`src/rtl/tx_queue.sv`:
```
// tx_queue: circular-buffer transmit queue that hands its head item to a serial tx stage via req/tx_busy.
// Optional statistics outputs (sent_count, retry_count) are enabled by defining TXQ_STATS_EN.
`ifndef PAYLOAD_SIZE
`define PAYLOAD_SIZE 8
`endif
`ifndef ADDR_BITS
`define ADDR_BITS 4
`endif

module tx_queue #(
  parameter int unsigned DEPTH       = 4,
  parameter int unsigned ACK_TIMEOUT = 8
) (
  input  logic                                  clk,
  input  logic                                  reset,
  input  logic                                  push,
  input  logic [`PAYLOAD_SIZE+`ADDR_BITS-1:0]   item_in,
  output logic                                  full,
  output logic                                  empty,
  output logic [$clog2(DEPTH+1)-1:0]            count,
  input  logic                                  tx_busy,
  output logic                                  req,
  output logic [`PAYLOAD_SIZE+`ADDR_BITS-1:0]   parallel_out
`ifdef TXQ_STATS_EN
  ,
  output logic [15:0]                           sent_count,
  output logic [7:0]                            retry_count
`endif
);

  localparam int unsigned IW = `PAYLOAD_SIZE + `ADDR_BITS;
  localparam int unsigned PW = (DEPTH > 1) ? $clog2(DEPTH) : 1;
  localparam int unsigned CW = $clog2(DEPTH + 1);
  localparam logic [7:0]  TIMEOUT_W = 8'(ACK_TIMEOUT);

  typedef enum logic [1:0] {
    ST_IDLE,
    ST_REQ,
    ST_WAIT_ACCEPT,
    ST_WAIT_DONE
  } state_t;

  state_t          state_q, state_d;
  logic [PW-1:0]   wr_ptr_q, wr_ptr_d;
  logic [PW-1:0]   rd_ptr_q, rd_ptr_d;
  logic [CW-1:0]   count_q, count_d;
  logic [7:0]      wait_q, wait_d;
  logic [7:0]      wait_inc;
  logic [IW-1:0]   mem_q [DEPTH];
  logic            push_acc;
  logic            pop;

  function automatic logic [PW-1:0] ptr_inc(input logic [PW-1:0] p);
    return p + PW'(1);
  endfunction

  // full is judged on the registered count, so a same-cycle pop never frees room for a push
  assign full     = (count_q == CW'(DEPTH));
  assign empty    = (count_q == '0);
  assign count    = count_q;
  assign push_acc = push && !full;
  assign pop      = (state_q == ST_WAIT_DONE) && !tx_busy;
  assign wait_inc = wait_q + 8'd1;

  assign req          = (state_q == ST_REQ);
  assign parallel_out = empty ? '0 : mem_q[rd_ptr_q];

  always_comb begin
    state_d = state_q;
    wait_d  = wait_q;
    unique case (state_q)
      ST_IDLE: begin
        if (!empty && !tx_busy) state_d = ST_REQ;
      end
      ST_REQ: begin
        state_d = ST_WAIT_ACCEPT;
        wait_d  = '0;
      end
      ST_WAIT_ACCEPT: begin
        if (tx_busy) begin
          state_d = ST_WAIT_DONE;
          wait_d  = '0;
        end else if (wait_inc == TIMEOUT_W) begin
          state_d = ST_REQ;
          wait_d  = '0;
        end else begin
          wait_d  = wait_inc;
        end
      end
      ST_WAIT_DONE: begin
        if (!tx_busy) state_d = ST_IDLE;
      end
      default: state_d = ST_IDLE;
    endcase
  end

  always_comb begin
    wr_ptr_d = push_acc ? ptr_inc(wr_ptr_q) : wr_ptr_q;
    rd_ptr_d = pop      ? ptr_inc(rd_ptr_q) : rd_ptr_q;
    count_d  = count_q;
    unique case ({push_acc, pop})
      2'b10:   count_d = count_q + CW'(1);
      2'b01:   count_d = count_q - CW'(1);
      default: count_d = count_q;
    endcase
  end

  always_ff @(posedge clk) begin
    if (reset) begin
      state_q  <= ST_IDLE;
      wr_ptr_q <= '0;
      rd_ptr_q <= '0;
      count_q  <= '0;
      wait_q   <= '0;
    end else begin
      state_q  <= state_d;
      wr_ptr_q <= wr_ptr_d;
      rd_ptr_q <= rd_ptr_d;
      count_q  <= count_d;
      wait_q   <= wait_d;
    end
  end

  // Storage carries no reset; validity is tracked entirely by count and the pointers
  always_ff @(posedge clk) begin
    if (push_acc && !reset) mem_q[wr_ptr_q] <= item_in;
  end

`ifdef TXQ_STATS_EN
  logic [15:0] sent_q;
  logic [7:0]  retry_q;
  logic        retry_evt;

  function automatic logic [7:0] sat_inc8(input logic [7:0] v);
    return (v == 8'hFF) ? v : v + 8'd1;
  endfunction

  assign retry_evt = (state_q == ST_WAIT_ACCEPT) && !tx_busy && (wait_inc == TIMEOUT_W);

  always_ff @(posedge clk) begin
    if (reset) begin
      sent_q  <= '0;
      retry_q <= '0;
    end else begin
      if (pop)       sent_q  <= sent_q + 16'd1;
      if (retry_evt) retry_q <= sat_inc8(retry_q);
    end
  end

  assign sent_count  = sent_q;
  assign retry_count = retry_q;
`endif

endmodule

```
`config.mk`:
```
export PLATFORM = sky130hd
export DESIGN_NAME = tx_queue
export DESIGN_NICKNAME = d
export VERILOG_FILES = /design/src/rtl/tx_queue.sv
export SDC_FILE = /design/constraint.sdc
export NUM_CORES = 1
export LEC_CHECK = 0
export ABC_AREA = 1
export CAP_MARGIN = 15
export CORE_AREA = 4 4 79 81
export DETAILED_ROUTE_END_ITERATION = 7
export DIE_AREA = 0 0 83 85
export PLACE_DENSITY = 0.77
export SLEW_MARGIN = 10
export SYNTH_ARGS = -nofsm -noshare
export SYNTH_HDL_FRONTEND = slang
export SYNTH_SLANG_ARGS = --single-unit
```
`constraint.sdc`:
```
create_clock -name clk -period 2 [get_ports clk]
set_clock_uncertainty 0.05 [all_clocks]
set_input_delay 0.4 -clock clk [delete_from_list [all_inputs] [get_ports clk]]
set_output_delay 0.4 -clock clk [all_outputs]
set_load 0.01 [all_outputs]
```
Word level (Yosys, flattened, before mapping)
Memories as Yosys holds them, arrays and structs flattened. A register that Yosys moved wholly into a read port is not among the register bits.
Cells that the tools add are included.
{"block": "classes", "addsub": 5, "n_eq_ne": 10, "mux": 14, "reduce_logical": 13}
{"cell": "2-to-1 mux 8 bit", "count": 2}
{"cell": "case mux 8 bit (2 select lines)", "count": 1}
{"cell": "2-to-1 mux 12 bit", "count": 1}
{"cell": "2-to-1 mux 2 bit", "count": 6}
{"cell": "adder 8 x 1 -> 8 bit, second input constant", "count": 1}
{"cell": "equality test 8 x 4 -> 1 bit, second input constant", "count": 1}
{"cell": "case mux 2 bit (4 select lines)", "count": 1}
{"cell": "equality test 2 bit, second input constant", "count": 3}
{"cell": "case mux 3 bit (2 select lines)", "count": 1}
{"cell": "adder 2 x 1 -> 2 bit, second input constant", "count": 2}
{"cell": "equality test 2 x 1 -> 1 bit, second input constant", "count": 2}
{"cell": "logical AND 1 bit", "count": 4}
{"cell": "logical NOT 1 bit", "count": 4}
{"cell": "!= test 2 bit, second input constant", "count": 2}
{"cell": "nonzero test 2 bit", "count": 2}
{"cell": "adder 3 x 1 -> 3 bit, second input constant", "count": 1}
{"cell": "equality test 3 bit, second input constant", "count": 1}
{"cell": "logical NOT 3 bit", "count": 1}
{"cell": "!= test 3 bit, second input constant", "count": 1}
{"cell": "AND reduction 3 bit", "count": 1}
{"cell": "subtractor 3 x 1 -> 3 bit, second input constant", "count": 1}
{"cell": "logical NOT 2 bit", "count": 1}
{"cell": "2-to-1 mux 1 bit", "count": 2}
{"block": "totals", "ff_bits": 17, "mem_bits_rw": 48, "in_bits": 16, "out_inout_bits": 18, "elab_cells": 48, "memories": 1}
{"name": "mem_q", "depth": 4, "word_bits": 12, "rd": 1, "rd_clocked_by_memory_dff": 1, "write_ports": 1, "line": "49", "text": "logic [IW-1:0] mem_q [DEPTH];"}

Depth between registers and ports, before layout
Gate-level depths: netlist of run 1.
{"block": "depth", "word_depth": 6, "ltp_mapped": 11, "mapped_depth_nobuf": 11}

Worst setup path before layout of run 1
Ideal clock, no wire load.
{"block": "synth_timing", "path_type": "flip-flop to flip-flop", "startpoint": "register count_q[2], in the netlist count[2]", "endpoint": "register count_q[2], in the netlist count[2]", "arrival_time_ns": 1.974, "path_slack_ns": -0.146, "path_stages_with_launch": 12, "n_path_buf": 0, "period_less_slack_ns": 2.146, "path_cell_list": "dfxtp_1 -> inv_1 -> nor3_1 -> nor2_1 -> inv_2 -> ha_1 -> inv_1 -> fa_1 -> a21oi_1 -> o21ai_0 -> o21ai_0 -> a21oi_1"}
{"block": "synth_via", "elab_chain_len": 5, "elab_cells_between_ends": 9}
{"element": "from (decl)", "line": "46", "text": "logic [CW-1:0] count_q, count_d;"}
{"element": "from (signal assigned)", "line": "119", "text": "count_q <= count_d;"}
{"element": "equality test 3 bit *", "line": "58", "text": "assign full = (count_q == CW'(DEPTH));"}
{"element": "via full", "line": "18", "text": "output logic full,"}
{"element": "logical NOT 1 bit *", "line": "61", "text": "assign push_acc = push && !full;"}
{"element": "logical AND 1 bit *", "line": "61"}
{"element": "equality test 2 x 1 -> 1 bit / equality test 2 bit (equally long branches)", "line": "101", "text": "unique case ({push_acc, pop})"}
{"element": "case mux 3 bit (2 select lines) / nonzero test 2 bit (equally long branches)"}
Mark *: on every way through the listed nets, which the timed path passes. The rest lies on a longest branch.
A chain may end at the register's enable or synchronous reset.

==> metrics.txt, run 1 <==
# TYPE chip_impl_metric gauge
chip_impl_info{name="startpoint_type",value="flop"} 1
chip_impl_metric{name="maxCapViolCount",unit=""} 0
chip_impl_metric{name="setup_viol",unit=""} 0
chip_impl_metric{name="postSynthCellCount",unit=""} 295
chip_impl_metric{name="core.rowCount",unit=""} 27
chip_impl_metric{name="tritoncts.num_buffers",unit=""} 9
chip_impl_info{name="critical_path.cell_chain",value="clkinvlp_4 > buf_4 > nor2_1 > o21ai_0 > a21oi_1 > buf_2"} 1
chip_impl_info{name="clk_root_buffer_cell",value="sky130_fd_sc_hd__clkbuf_8"} 1
chip_impl_metric{name="yosys_register_bits",unit=""} 67
chip_impl_metric{name="drtIter0Drc",unit=""} 178
chip_impl_info{name="postSynth.topFlopCell",value="sky130_fd_sc_hd__edfxtp_1"} 1
chip_impl_metric{name="grt.total_usage",unit="%"} 17.82
chip_impl_metric{name="slew_viol_final",unit=""} 0
chip_impl_metric{name="cts_sink_cnt",unit=""} 67
chip_impl_info{name="cts_tree",value="built"} 1
chip_impl_metric{name="grt_first_pass_wirelength",unit="mm"} 9.936
chip_impl_metric{name="chipWidth",unit="um"} 83
chip_impl_metric{name="ir_worst_vdd",unit="mV"} 0.7643
chip_impl_metric{name="hold_ws",unit="ns"} 0.4334
chip_impl_info{name="worstSetupEndpointType",value="output pin"} 1
chip_impl_metric{name="final_hold_vios",unit=""} 0
chip_impl_metric{name="mappedNetlistNets",unit=""} 323
chip_impl_metric{name="remaining_drc_errors",unit=""} 0
chip_impl_info{name="yosys_top_cell_by_area",value="sky130_fd_sc_hd__edfxtp_1"} 1
chip_impl_metric{name="fin_area",unit="um^2"} 3791
chip_impl_metric{name="port_buffers",unit=""} 33
chip_impl_metric{name="fin_ws",unit="ns"} 0.06684
chip_impl_metric{name="grt_max_degree",unit=""} 25
chip_impl_metric{name="worstMarginPinSlew",unit="ns"} 0.2945
chip_impl_metric{name="slew_headroom",unit="%"} 80.16
chip_impl_metric{name="pre_cts_slack",unit="ns"} -0.2744
chip_impl_metric{name="final_weighted_congestion_in_routability_driven_placement",unit=""} 0.8269
chip_impl_metric{name="mappedNetlistArea",unit="um^2"} 2972
chip_impl_metric{name="die_area",unit="um^2"} 7055
chip_impl_metric{name="netlist.area_leader.share",unit="%"} 48.51
chip_impl_metric{name="finalCriticalPeriod",unit="ns"} 1.933
chip_impl_metric{name="clock_slew_at_reported_path_ffs",unit="ns"} 0.07
chip_impl_metric{name="io-pin-count",unit=""} 34
chip_impl_metric{name="avgSynthCellArea",unit="um^2"} 10.07
chip_impl_metric{name="post_dp_cell_area",unit="um^2"} 3557
chip_impl_info{name="status",value="finished clean"} 1
chip_impl_metric{name="clock_path_buffers",unit=""} 2
chip_impl_metric{name="initial_core_util",unit="%"} 54.30
chip_impl_info{name="synth_area_leaders",value="sky130_fd_sc_hd__edfxtp_1 (49%), sky130_fd_sc_hd__dfxtp_1 (13%), sky130_fd_sc_hd__nor2_1 (8.0%)"} 1
chip_impl_metric{name="post-route-period-util",unit="%"} 96.66
chip_impl_info{name="holdCritPathClass",value="reg -> reg"} 1
chip_impl_metric{name="p_leak",unit="nW"} 1.462
chip_impl_metric{name="cts-htree-levels",unit=""} 3
chip_impl_metric{name="viasPerCell",unit=""} 5.045
chip_impl_metric{name="overflow",unit=""} 0
chip_impl_metric{name="antenna_nets_post_route",unit=""} 0
chip_impl_info{name="mostFrequentLayoutCells",value="sky130_fd_sc_hd__nor2_1 (60), sky130_fd_sc_hd__edfxtp_1 (48), sky130_fd_sc_hd__a21oi_1 (31), sky130_fd_sc_hd__buf_4 (27), sky130_fd_sc_hd__nand2_1 (25)"} 1
chip_impl_metric{name="yosys_cell_types",unit=""} 28
chip_impl_metric{name="synth.yosys.warnings",unit=""} 0
chip_impl_metric{name="synth_edf_count",unit=""} 48
chip_impl_metric{name="min_delay_path_depth",unit=""} 2
chip_impl_metric{name="diodes",unit=""} 0
chip_impl_metric{name="power_density",unit="nW/um^2"} 890.2
chip_impl_metric{name="core_area",unit="um^2"} 5473
chip_impl_info{name="crit_path_top_delay_cell",value="sky130_fd_sc_hd__dfxtp_4"} 1
chip_impl_metric{name="drive_gt1_share",unit="%"} 22.01
chip_impl_info{name="grt_setup_unrepaired",value="false"} 1
chip_impl_metric{name="nNetsFinal",unit=""} 391
chip_impl_metric{name="post_dp_hpwl",unit="mm"} 3.870
chip_impl_metric{name="clk_latency",unit="ns"} 0.34
chip_impl_metric{name="vias_in_the_first_global_route",unit=""} 2153
chip_impl_metric{name="crit_fanout",unit=""} 4
chip_impl_metric{name="postCtsHoldBufs",unit=""} 0
chip_impl_metric{name="achievable-frequency",unit="MHz"} 517.3
chip_impl_metric{name="critical_path_required",unit="ns"} 1.55
chip_impl_metric{name="vias",unit=""} 2220
chip_impl_metric{name="worst_ep_arrival_time",unit="ns"} 1.48
chip_impl_metric{name="layout-area-overhead-vs-synth",unit="%"} 27.58
chip_impl_metric{name="drt-total-wl",unit="mm"} 6.075
chip_impl_metric{name="synth_sequential_area_ratio",unit="%"} 61.31
chip_impl_metric{name="asyncSetResetFlopFracSynth",unit="%"} 0
chip_impl_metric{name="routedWlPerCell",unit="um"} 13.81
chip_impl_info{name="path_class",value="reg -> out"} 1
chip_impl_metric{name="critPathMaxStageDelay",unit="ns"} 0.39
chip_impl_metric{name="worst-r2r-cell-count",unit=""} 11
chip_impl_metric{name="antenna_found_initial",unit=""} 0
chip_impl_metric{name="dr.pass1.iters",unit=""} 4
chip_impl_metric{name="chipHeight",unit="um"} 85
chip_impl_info{name="mostFrequentLayoutCell",value="sky130_fd_sc_hd__nor2_1"} 1
cell usage after synthesis, types with 2 or more instances:
master / number
sky130_fd_sc_hd__nor2_1: 63
sky130_fd_sc_hd__edfxtp_1: 48
sky130_fd_sc_hd__a21oi_1: 31
sky130_fd_sc_hd__o21ai_0: 27
sky130_fd_sc_hd__nand2_1: 25
sky130_fd_sc_hd__inv_1: 23
sky130_fd_sc_hd__dfxtp_1: 19
sky130_fd_sc_hd__ha_1: 11
sky130_fd_sc_hd__nand3_1: 9
sky130_fd_sc_hd__clkbuf_1: 6
sky130_fd_sc_hd__o21ai_1: 6
sky130_fd_sc_hd__inv_2: 4
sky130_fd_sc_hd__nor2_2: 3
sky130_fd_sc_hd__buf_2: 2
sky130_fd_sc_hd__nand2_2: 2
sky130_fd_sc_hd__nand3b_1: 2
sky130_fd_sc_hd__nor3_1: 2
sky130_fd_sc_hd__xor2_1: 2
registers in the layout, indices dropped and copies added, names as in the netlist, named ones only:
| signal | cells |
|---|---|
| count | 3 |
| mem_q | 48 |
| rd_ptr_q | 2 |
| state_q | 2 |
| wr_ptr_q | 2 |
| wait_q | 8 |
worst paths after layout:
path,startpoint,endpoint,slack (ns)
max,flop,parallel_out[3],0.07
min,wait_q[6],wait_q[6],0.43
max reg2reg,count[2],count[2],0.15
min reg2reg,wait_q[6],wait_q[6],0.43
report_power, final:
part / switching, mW / total (mW) / internal (mW)
combinational: 0.454 / 0.805 / 0.351
sequential: 0.0548 / 1.61 / 1.56
clock: 0.469 / 0.957 / 0.488
total: 0.978 / 3.37 / 2.40
critical path, delay by kind of cell, from the launching register on:
| family | cells | cell delay, ns |
|---|---|---|
| AND/OR/NAND/NOR | 1 | 0.11 |
| AO/OA/AOI/OAI | 2 | 0.24 |
| flip-flops | 1 | 0.39 |
| buffers and inverters | 3 | 0.41 |
layer usage:
metal	routed length, um	global-route usage (%)	up-vias
met3	285	4.369	7
met4	95	7.875	0
met1	2647	21.36	1033
met2	3046	30.54	50
met5	0	0	-
li1	-	-	1130
cells by family after synthesis:
kind of cell | count (synthesis) | share of synthesized area [%]
buffers and inverters | 37 | 4.757
AO/OA/AOI/OAI | 67 | 11.83
adder cells (fa/ha/maj) | 12 | 5.305
flip-flops | 67 | 61.31
XOR/XNOR | 2 | 0.5896
AND/OR/NAND/NOR | 110 | 16.21
through the flow:
stage | power [mW] | setup TNS (ns) | utilization, % | instances
2_1_floorplan | 2.105 | 0 | - | 295
3_3_place_gp | 2.440 | -0.2444 | 65.00 | 413
3_5_place_dp | 2.453 | -0.9661 | 65.00 | 413
4_1_cts | 3.399 | -0.1567 | 69.00 | 437
5_1_grt | 3.582 | 0 | 69.27 | 440
6_report | 3.375 | 0 | 69.27 | 440
what timing repair did:
item,CTS,global route
buffers inserted,7,3
pin swaps,2,5
resized for setup,41,28
gates cloned,1,0
setup endpoints to repair,14,14
final cells by class:
type	count	area, um^2
clock buffers	16	160.2
fillers	429	1682
inverters	28	111.4
multi-input cells	191	1039
flip-flops and latches	67	1837
well taps	72	90.09
repair buffers	65	546.8
repair inverters	1	7.507
No activity file was read; power rests on OpenSTA's default activity.
==> inputs of run 2 (changes only) <==
--- a/config.mk
+++ b/config.mk
@@ -10,8 +10,7 @@
 export CORE_AREA = 4 4 79 81
 export DETAILED_ROUTE_END_ITERATION = 7
 export DIE_AREA = 0 0 83 85
-export PLACE_DENSITY = 0.77
-export SLEW_MARGIN = 10
+export PLACE_DENSITY = 0.75
 export SYNTH_ARGS = -nofsm -noshare
 export SYNTH_HDL_FRONTEND = slang
 export SYNTH_SLANG_ARGS = --single-unit
==> run 2 against run 1 <==
Clock power rose by 14%. Cell count fell by 1.6%. Critical path depth did not move. Count of clock-buffer cells in the layout fell by 3. Sequential share of layout area rose by 0.47 points. Non-clock buffer count fell by 6. Sequential cell count did not move. Global-route usage fell by 0.054 points. Die area did not move. Highest routed layer unchanged.
==> metrics.txt, run 2 (same netlist as run 1, synthesis figures left out) <==
# TYPE chip_impl_metric gauge
chip_impl_info{name="status",value="finished clean"} 1
chip_impl_metric{name="finalNonFillerCells",unit=""} 433
chip_impl_metric{name="slew_viol_final",unit=""} 0
chip_impl_metric{name="clock_slew_at_reported_path_ffs",unit="ns"} 0.07
chip_impl_info{name="holdCritPathClass",value="reg -> reg"} 1
chip_impl_metric{name="largest_register_ffs",unit=""} 48
chip_impl_info{name="launch_point_of_the_worst_hold_path",value="wait_q[6]"} 1
chip_impl_metric{name="slew_headroom",unit="%"} 84.54
chip_impl_metric{name="post_dp_hpwl",unit="mm"} 3.881
chip_impl_metric{name="vias",unit=""} 2193
chip_impl_metric{name="grt_max_degree",unit=""} 19
chip_impl_metric{name="critPathMaxStageDelay",unit="ns"} 0.35
chip_impl_metric{name="finalCriticalPeriod",unit="ns"} 1.954
chip_impl_metric{name="postCtsHoldBufs",unit=""} 0
chip_impl_metric{name="setup_viol",unit=""} 0
chip_impl_metric{name="clk_latency",unit="ns"} 0.34
chip_impl_info{name="worst_r2r_startpoint",value="count[2]"} 1
chip_impl_metric{name="cts-htree-levels",unit=""} 3
chip_impl_info{name="mostFrequentLayoutCell",value="sky130_fd_sc_hd__nor2_1"} 1
chip_impl_metric{name="final_weighted_congestion_in_routability_driven_placement",unit=""} 0.8044
chip_impl_metric{name="post-route-period-util",unit="%"} 97.72
chip_impl_info{name="critical_path.top_delay_family",value="buffers and inverters"} 1
chip_impl_info{name="worstSetupEndpointType",value="output pin"} 1
chip_impl_metric{name="critical_path_required",unit="ns"} 1.55
chip_impl_metric{name="final_hold_vios",unit=""} 0
chip_impl_metric{name="worstPathBufferInverterCount",unit=""} 3
chip_impl_info{name="critical_path.cell_chain",value="clkinvlp_4 > buf_4 > nor2_1 > o21ai_0 > a21oi_1 > buf_2"} 1
chip_impl_metric{name="ir_worst_vdd",unit="mV"} 0.6918
chip_impl_metric{name="worst_ep_arrival_time",unit="ns"} 1.50
chip_impl_metric{name="maxCapViolCount",unit=""} 0
chip_impl_metric{name="worstMarginPinSlew",unit="ns"} 0.2317
chip_impl_metric{name="layout-area-overhead-vs-synth",unit="%"} 26.19
chip_impl_metric{name="chipHeight",unit="um"} 85
chip_impl_metric{name="grt.total_usage",unit="%"} 17.76
chip_impl_metric{name="crit_fanout",unit=""} 8
chip_impl_info{name="crit_path_top_delay_cell",value="sky130_fd_sc_hd__dfxtp_2"} 1
chip_impl_metric{name="achievable-frequency",unit="MHz"} 511.7
chip_impl_metric{name="core.rowCount",unit=""} 27
chip_impl_metric{name="vias_in_the_first_global_route",unit=""} 2183
chip_impl_metric{name="placedCellCount",unit=""} 413
chip_impl_metric{name="diodes",unit=""} 0
chip_impl_info{name="startpoint_type",value="flop"} 1
chip_impl_metric{name="overflow",unit=""} 0
chip_impl_metric{name="antenna_found_initial",unit=""} 0
chip_impl_metric{name="nNetsFinal",unit=""} 384
chip_impl_metric{name="antenna_nets_post_route",unit=""} 0
chip_impl_info{name="cts_tree",value="built"} 1
chip_impl_metric{name="report.power.total",unit="mW"} 3.495
chip_impl_info{name="grt_setup_unrepaired",value="true"} 1
chip_impl_metric{name="drive_gt1_share",unit="%"} 20.50
chip_impl_metric{name="chipWidth",unit="um"} 83
chip_impl_info{name="max_flop_register",value="mem_q"} 1
chip_impl_metric{name="drtIter0Drc",unit=""} 128
chip_impl_metric{name="rrSetupSlack",unit="ns"} 0.16
chip_impl_metric{name="power_density",unit="nW/um^2"} 932.1
chip_impl_metric{name="die_area",unit="um^2"} 7055
chip_impl_metric{name="port_buffers",unit=""} 33
chip_impl_info{name="path_class",value="reg -> out"} 1
chip_impl_metric{name="dr.pass1.iters",unit=""} 4
chip_impl_info{name="clk_root_buffer_cell",value="sky130_fd_sc_hd__clkbuf_8"} 1
chip_impl_metric{name="routedWlPerCell",unit="um"} 13.51
chip_impl_metric{name="io-pin-count",unit=""} 34
chip_impl_metric{name="drt-total-wl",unit="mm"} 5.850
chip_impl_metric{name="p_leak",unit="nW"} 1.452
chip_impl_metric{name="viasPerCell",unit=""} 5.065
chip_impl_metric{name="grt_first_pass_wirelength",unit="mm"} 9.742
chip_impl_metric{name="remaining_drc_errors",unit=""} 0
chip_impl_metric{name="n_fill_cell",unit=""} 426
chip_impl_metric{name="initial_core_util",unit="%"} 54.30
chip_impl_info{name="mostFrequentLayoutCells",value="sky130_fd_sc_hd__nor2_1 (62), sky130_fd_sc_hd__edfxtp_1 (48), sky130_fd_sc_hd__a21oi_1 (31), sky130_fd_sc_hd__nand2_1 (25), sky130_fd_sc_hd__o21ai_0 (24)"} 1
chip_impl_metric{name="tritoncts.num_buffers",unit=""} 9
chip_impl_metric{name="clock_path_buffers",unit=""} 2
chip_impl_metric{name="core_area",unit="um^2"} 5473
chip_impl_metric{name="cts_sink_cnt",unit=""} 67
==> run 2: what timing repair did <==
item,in CTS,in global routing
pin swaps,1,3
gates cloned,1,0
endpoints found under the setup margin,14,14
resized for setup,32,29
setup buffers,3,0
==> run 2: worst min-delay path, cell delays in order (launching register included) <==
cell	delay, ns
sky130_fd_sc_hd__dfxtp_1	0.32
sky130_fd_sc_hd__nand2_1	0.06
sky130_fd_sc_hd__a21oi_1	0.05
==> run 2: area by class of cell <==
class	instances	area, um^2	area share (%)
Clock buffer	13	181.4	4.838
Tap cell	72	90.09	2.402
Multi-Input combinational cell	191	1028	27.43
Inverter	28	108.9	2.903
Sequential cell	67	1834	48.92
Clock inverter	3	17.52	0.4671
Timing Repair Buffer	59	489.2	13.05
==> run 2: metal layers <==
metal	global-route usage [%]	share of wire [%]
met5	0	0
met3	4.272	4.5
met1	20.45	44
met4	11.59	3.7
met2	29.66	48
==> run 2: through the flow <==
stage                     instance area, um^2  setup slack (ns)   TNS, ns  hold WS, ns  utilization, %
after floorplan                          2983           0.03117         0       0.3935               -
after global placement                   3545           -0.1823   -0.5688       0.4051           64.77
after detailed placement                 3545           -0.2372   -0.7996       0.4170           64.77
after CTS                                3792          0.003439         0       0.4280           69.30
after global routing                     3750          -0.04005  -0.04005       0.4533           68.52
final                                    3750           0.04561         0       0.4312           68.52
==> run 2: final timing paths <==
check / end / cells past startpoint
max: parallel_out[9] / 6
min: wait_q[6] / 2
max reg2reg: count[2] / 11
min reg2reg: wait_q[6] / 2
==> run 2: power by group <==
part           leakage [nW]  switching [mW]  total [mW]  internal (mW)
clock network         0.101           0.493        1.09          0.598
registers             0.594          0.0546        1.61           1.56
logic                 0.757           0.456       0.791          0.336
total                  1.45            1.00        3.50           2.49
==> inputs of run 3 (changes only) <==
--- a/config.mk
+++ b/config.mk
@@ -6,11 +6,12 @@
 export NUM_CORES = 1
 export LEC_CHECK = 0
 export ABC_AREA = 1
+export ABC_CLOCK_PERIOD_IN_PS = 2000
 export CAP_MARGIN = 15
 export CORE_AREA = 4 4 79 81
 export DETAILED_ROUTE_END_ITERATION = 7
 export DIE_AREA = 0 0 83 85
-export PLACE_DENSITY = 0.75
+export PLACE_DENSITY = 0.85
 export SYNTH_ARGS = -nofsm -noshare
 export SYNTH_HDL_FRONTEND = slang
 export SYNTH_SLANG_ARGS = --single-unit
==> constraint.sdc (replaced) <==
create_clock -name clk -period 2 [get_ports clk]
set_clock_uncertainty 0.05 [all_clocks]
set_input_delay 0.2 -clock clk [delete_from_list [all_inputs] [get_ports clk]]
set_output_delay 0.2 -clock clk [all_outputs]
set_load 0.01 [all_outputs]
==> run 3 against run 2 <==
Via count rose by 1.5%. Sequential power hardly changed. Routed wire length increased by 3.0%. Sequential cell count unchanged. Die area is the same. Setup slack better by 0.047 ns. Sequential share of layout area is 0.42 points lower. Critical path depth is 2 lower. Final area increased by 0.73%.
==> metrics.txt, run 3 (same netlist as run 1, synthesis figures left out) <==
# TYPE chip_impl_metric gauge
chip_impl_metric{name="overflow",unit=""} 0
chip_impl_metric{name="drtIter0Drc",unit=""} 190
chip_impl_metric{name="tritoncts.num_buffers",unit=""} 9
chip_impl_metric{name="power_density",unit="nW/um^2"} 959.3
chip_impl_metric{name="reg_area",unit="um^2"} 1832
chip_impl_metric{name="core_area",unit="um^2"} 5473
chip_impl_metric{name="dr.pass1.iters",unit=""} 4
chip_impl_metric{name="slew_viol_final",unit=""} 0
chip_impl_metric{name="grt_first_pass_wirelength",unit="mm"} 10.10
chip_impl_metric{name="diodes",unit=""} 0
chip_impl_metric{name="power.net_switching",unit="mW"} 1.019
chip_impl_metric{name="critPathMaxStageDelay",unit="ns"} 0.53
chip_impl_metric{name="worstMarginPinSlew",unit="ns"} 0.2685
chip_impl_metric{name="multi_input_logic_area",unit="um^2"} 1022
chip_impl_metric{name="viasPerCell",unit=""} 5.139
chip_impl_metric{name="cts_sink_cnt",unit=""} 67
chip_impl_info{name="mostFrequentLayoutCell",value="sky130_fd_sc_hd__nor2_1"} 1
chip_impl_info{name="status",value="finished clean"} 1
chip_impl_metric{name="io-pin-count",unit=""} 34
chip_impl_info{name="worstSetupEndpointType",value="output pin"} 1
chip_impl_info{name="startpoint_type",value="flop"} 1
chip_impl_metric{name="layout-area-overhead-vs-synth",unit="%"} 27.12
chip_impl_metric{name="core.rowCount",unit=""} 27
chip_impl_metric{name="final_hold_vios",unit=""} 0
chip_impl_metric{name="antenna_found_initial",unit=""} 0
chip_impl_metric{name="port_buffers",unit=""} 33
chip_impl_metric{name="fin_ws",unit="ns"} 0.09304
chip_impl_metric{name="grt_max_degree",unit=""} 25
chip_impl_metric{name="post-route-period-util",unit="%"} 95.35
chip_impl_metric{name="internal_power",unit="mW"} 2.605
chip_impl_metric{name="post_dp_hpwl",unit="mm"} 3.912
chip_impl_metric{name="clk_latency",unit="ns"} 0.33
chip_impl_metric{name="drive_gt1_share",unit="%"} 19.11
chip_impl_metric{name="power.share.clock",unit="%"} 33.2
chip_impl_metric{name="clock_slew_at_reported_path_ffs",unit="ns"} 0.07
chip_impl_metric{name="maxCapViolCount",unit=""} 0
chip_impl_metric{name="crit_fanout",unit=""} 6
chip_impl_metric{name="finalNonFillerCells",unit=""} 433
chip_impl_info{name="max_flop_register",value="mem_q"} 1
chip_impl_metric{name="share_seq_of_total_power",unit="%"} 44.7
chip_impl_info{name="cts_tree",value="built"} 1
chip_impl_metric{name="remaining_drc_errors",unit=""} 0
chip_impl_info{name="critical_path.cell_chain",value="buf_4 > nor3_2 > buf_6 > clkdlybuf4s50_1"} 1
chip_impl_metric{name="p_sw_share",unit="%"} 28.12
chip_impl_info{name="path_class",value="reg -> out"} 1
chip_impl_info{name="critical_path.top_delay_family",value="buffers and inverters"} 1
chip_impl_metric{name="achievable-frequency",unit="MHz"} 524.4
chip_impl_info{name="holdCritPathClass",value="reg -> reg"} 1
chip_impl_metric{name="routedWlPerCell",unit="um"} 13.92
chip_impl_metric{name="drt-total-wl",unit="mm"} 6.026
chip_impl_metric{name="slew_headroom",unit="%"} 81.91
chip_impl_metric{name="postCtsHoldBufs",unit=""} 0
chip_impl_metric{name="pre_cts_slack",unit="ns"} -0.04687
chip_impl_metric{name="p_leak",unit="nW"} 1.436
chip_impl_metric{name="vias",unit=""} 2225
chip_impl_metric{name="cts-htree-levels",unit=""} 3
chip_impl_metric{name="antenna_nets_post_route",unit=""} 0
chip_impl_metric{name="largest_register_ffs",unit=""} 48
chip_impl_metric{name="vias_in_the_first_global_route",unit=""} 2283
chip_impl_metric{name="chipHeight",unit="um"} 85
chip_impl_metric{name="grt.total_usage",unit="%"} 18.39
chip_impl_metric{name="final_weighted_congestion_in_routability_driven_placement",unit=""} 0.8375
chip_impl_metric{name="combPwrFrac",unit="%"} 22.1
chip_impl_metric{name="worst_ep_arrival_time",unit="ns"} 1.66
chip_impl_metric{name="critical_path_required",unit="ns"} 1.75
chip_impl_metric{name="placedCellCount",unit=""} 407
chip_impl_metric{name="chipWidth",unit="um"} 83
chip_impl_metric{name="n_fill_cell",unit=""} 405
chip_impl_metric{name="nNetsFinal",unit=""} 384
chip_impl_metric{name="ir_worst_vdd",unit="mV"} 0.7326
chip_impl_info{name="clk_root_buffer_cell",value="sky130_fd_sc_hd__clkbuf_8"} 1
chip_impl_metric{name="clock_path_buffers",unit=""} 2
chip_impl_metric{name="setup_viol",unit=""} 0
chip_impl_metric{name="initial_core_util",unit="%"} 54.30
chip_impl_metric{name="finalCriticalPeriod",unit="ns"} 1.907
chip_impl_info{name="mostFrequentLayoutCells",value="sky130_fd_sc_hd__nor2_1 (63), sky130_fd_sc_hd__edfxtp_1 (48), sky130_fd_sc_hd__a21oi_1 (31), sky130_fd_sc_hd__nand2_1 (25), sky130_fd_sc_hd__o21ai_0 (25)"} 1
chip_impl_metric{name="worstPathBufferInverterCount",unit=""} 3
chip_impl_info{name="crit_path_top_delay_cell",value="sky130_fd_sc_hd__clkdlybuf4s50_1"} 1
chip_impl_metric{name="die_area",unit="um^2"} 7055
chip_impl_metric{name="hold_ws",unit="ns"} 0.4286
run 3: cell types whose count changed in the layout (fill, tap and decap cells not counted), sizes merged:
cell	delta
clkdlybuf4s50	+3
bufinv	+2
clkinvlp	+2
clkdlybuf4s15	+2
clkbuf	-8
dlygate4sd2	+4
dlymetal6s2s	-1
buf	-4
run 3: worst paths after layout:
path,from,end,slack [ns],depth (start not counted)
setup reg to reg,count[2],count[2],0.15,11
setup / recovery,count[0],empty,0.09,4
hold reg to reg,wait_q[7],wait_q[7],0.43,2
hold / removal,wait_q[7],wait_q[7],0.43,2
run 3: through the flow:
stage           TNS [ns]  power [mW]  instance area, um^2  utilization [%]
2_1_floorplan          0       2.105                 2983                -
5_1_grt        -0.009453       3.815                 3777            69.02
4_1_cts                0       3.634                 3769            68.86
3_3_place_gp           0       2.398                 3487            63.72
3_5_place_dp    -0.04687       2.432                 3487            63.72
6_report               0       3.624                 3777            69.02
run 3: layer usage:
layer | wire length, um | track usage, %
met5 | 0 | 0
met4 | 97 | 8.172
met3 | 393 | 5.534
met2 | 3102 | 34.33
met1 | 2432 | 18.94
run 3: area by class of cell:
type / count / share of cell area [%]
multi-input combinational: 191 / 27.06
sequential: 67 / 48.49
tap: 72 / 2.385
clock buffer: 9 / 3.279
timing repair buffer: 59 / 13.38
clock inverter: 7 / 2.451
inverter: 28 / 2.948
run 3: repair_timing:
item / CTS / global route
resized for setup: 20 / 17
cloned: 0 / 0
setup endpoints to repair: 13 / 6
endpoints found under the hold margin: 0 / 0
pin swaps: 0 / 4
setup buffers: 8 / 2
run 3: worst register-to-register path: stages (launching register included):
cell                      delay, ns
sky130_fd_sc_hd__dfxtp_2       0.35
sky130_fd_sc_hd__inv_2         0.06
sky130_fd_sc_hd__nor3_4        0.17
sky130_fd_sc_hd__nor2_1        0.08
sky130_fd_sc_hd__inv_2         0.07
sky130_fd_sc_hd__ha_1          0.14
sky130_fd_sc_hd__inv_1         0.06
sky130_fd_sc_hd__fa_2          0.34
sky130_fd_sc_hd__a21oi_1       0.14
sky130_fd_sc_hd__o21ai_1       0.09
sky130_fd_sc_hd__o21ai_1       0.14
sky130_fd_sc_hd__a21oi_1       0.05
run 3: power by group through the flow:
stage | Combinational [mW] | Clock, mW | Sequential, mW
after CTS | 0.806 | 1.22 | 1.61
final | 0.801 | 1.20 | 1.62
after global routing | 0.904 | 1.28 | 1.63
after floorplan | 0.471 | 0 | 1.63
after detailed placement | 0.788 | 0 | 1.64
after global placement | 0.761 | 0 | 1.64
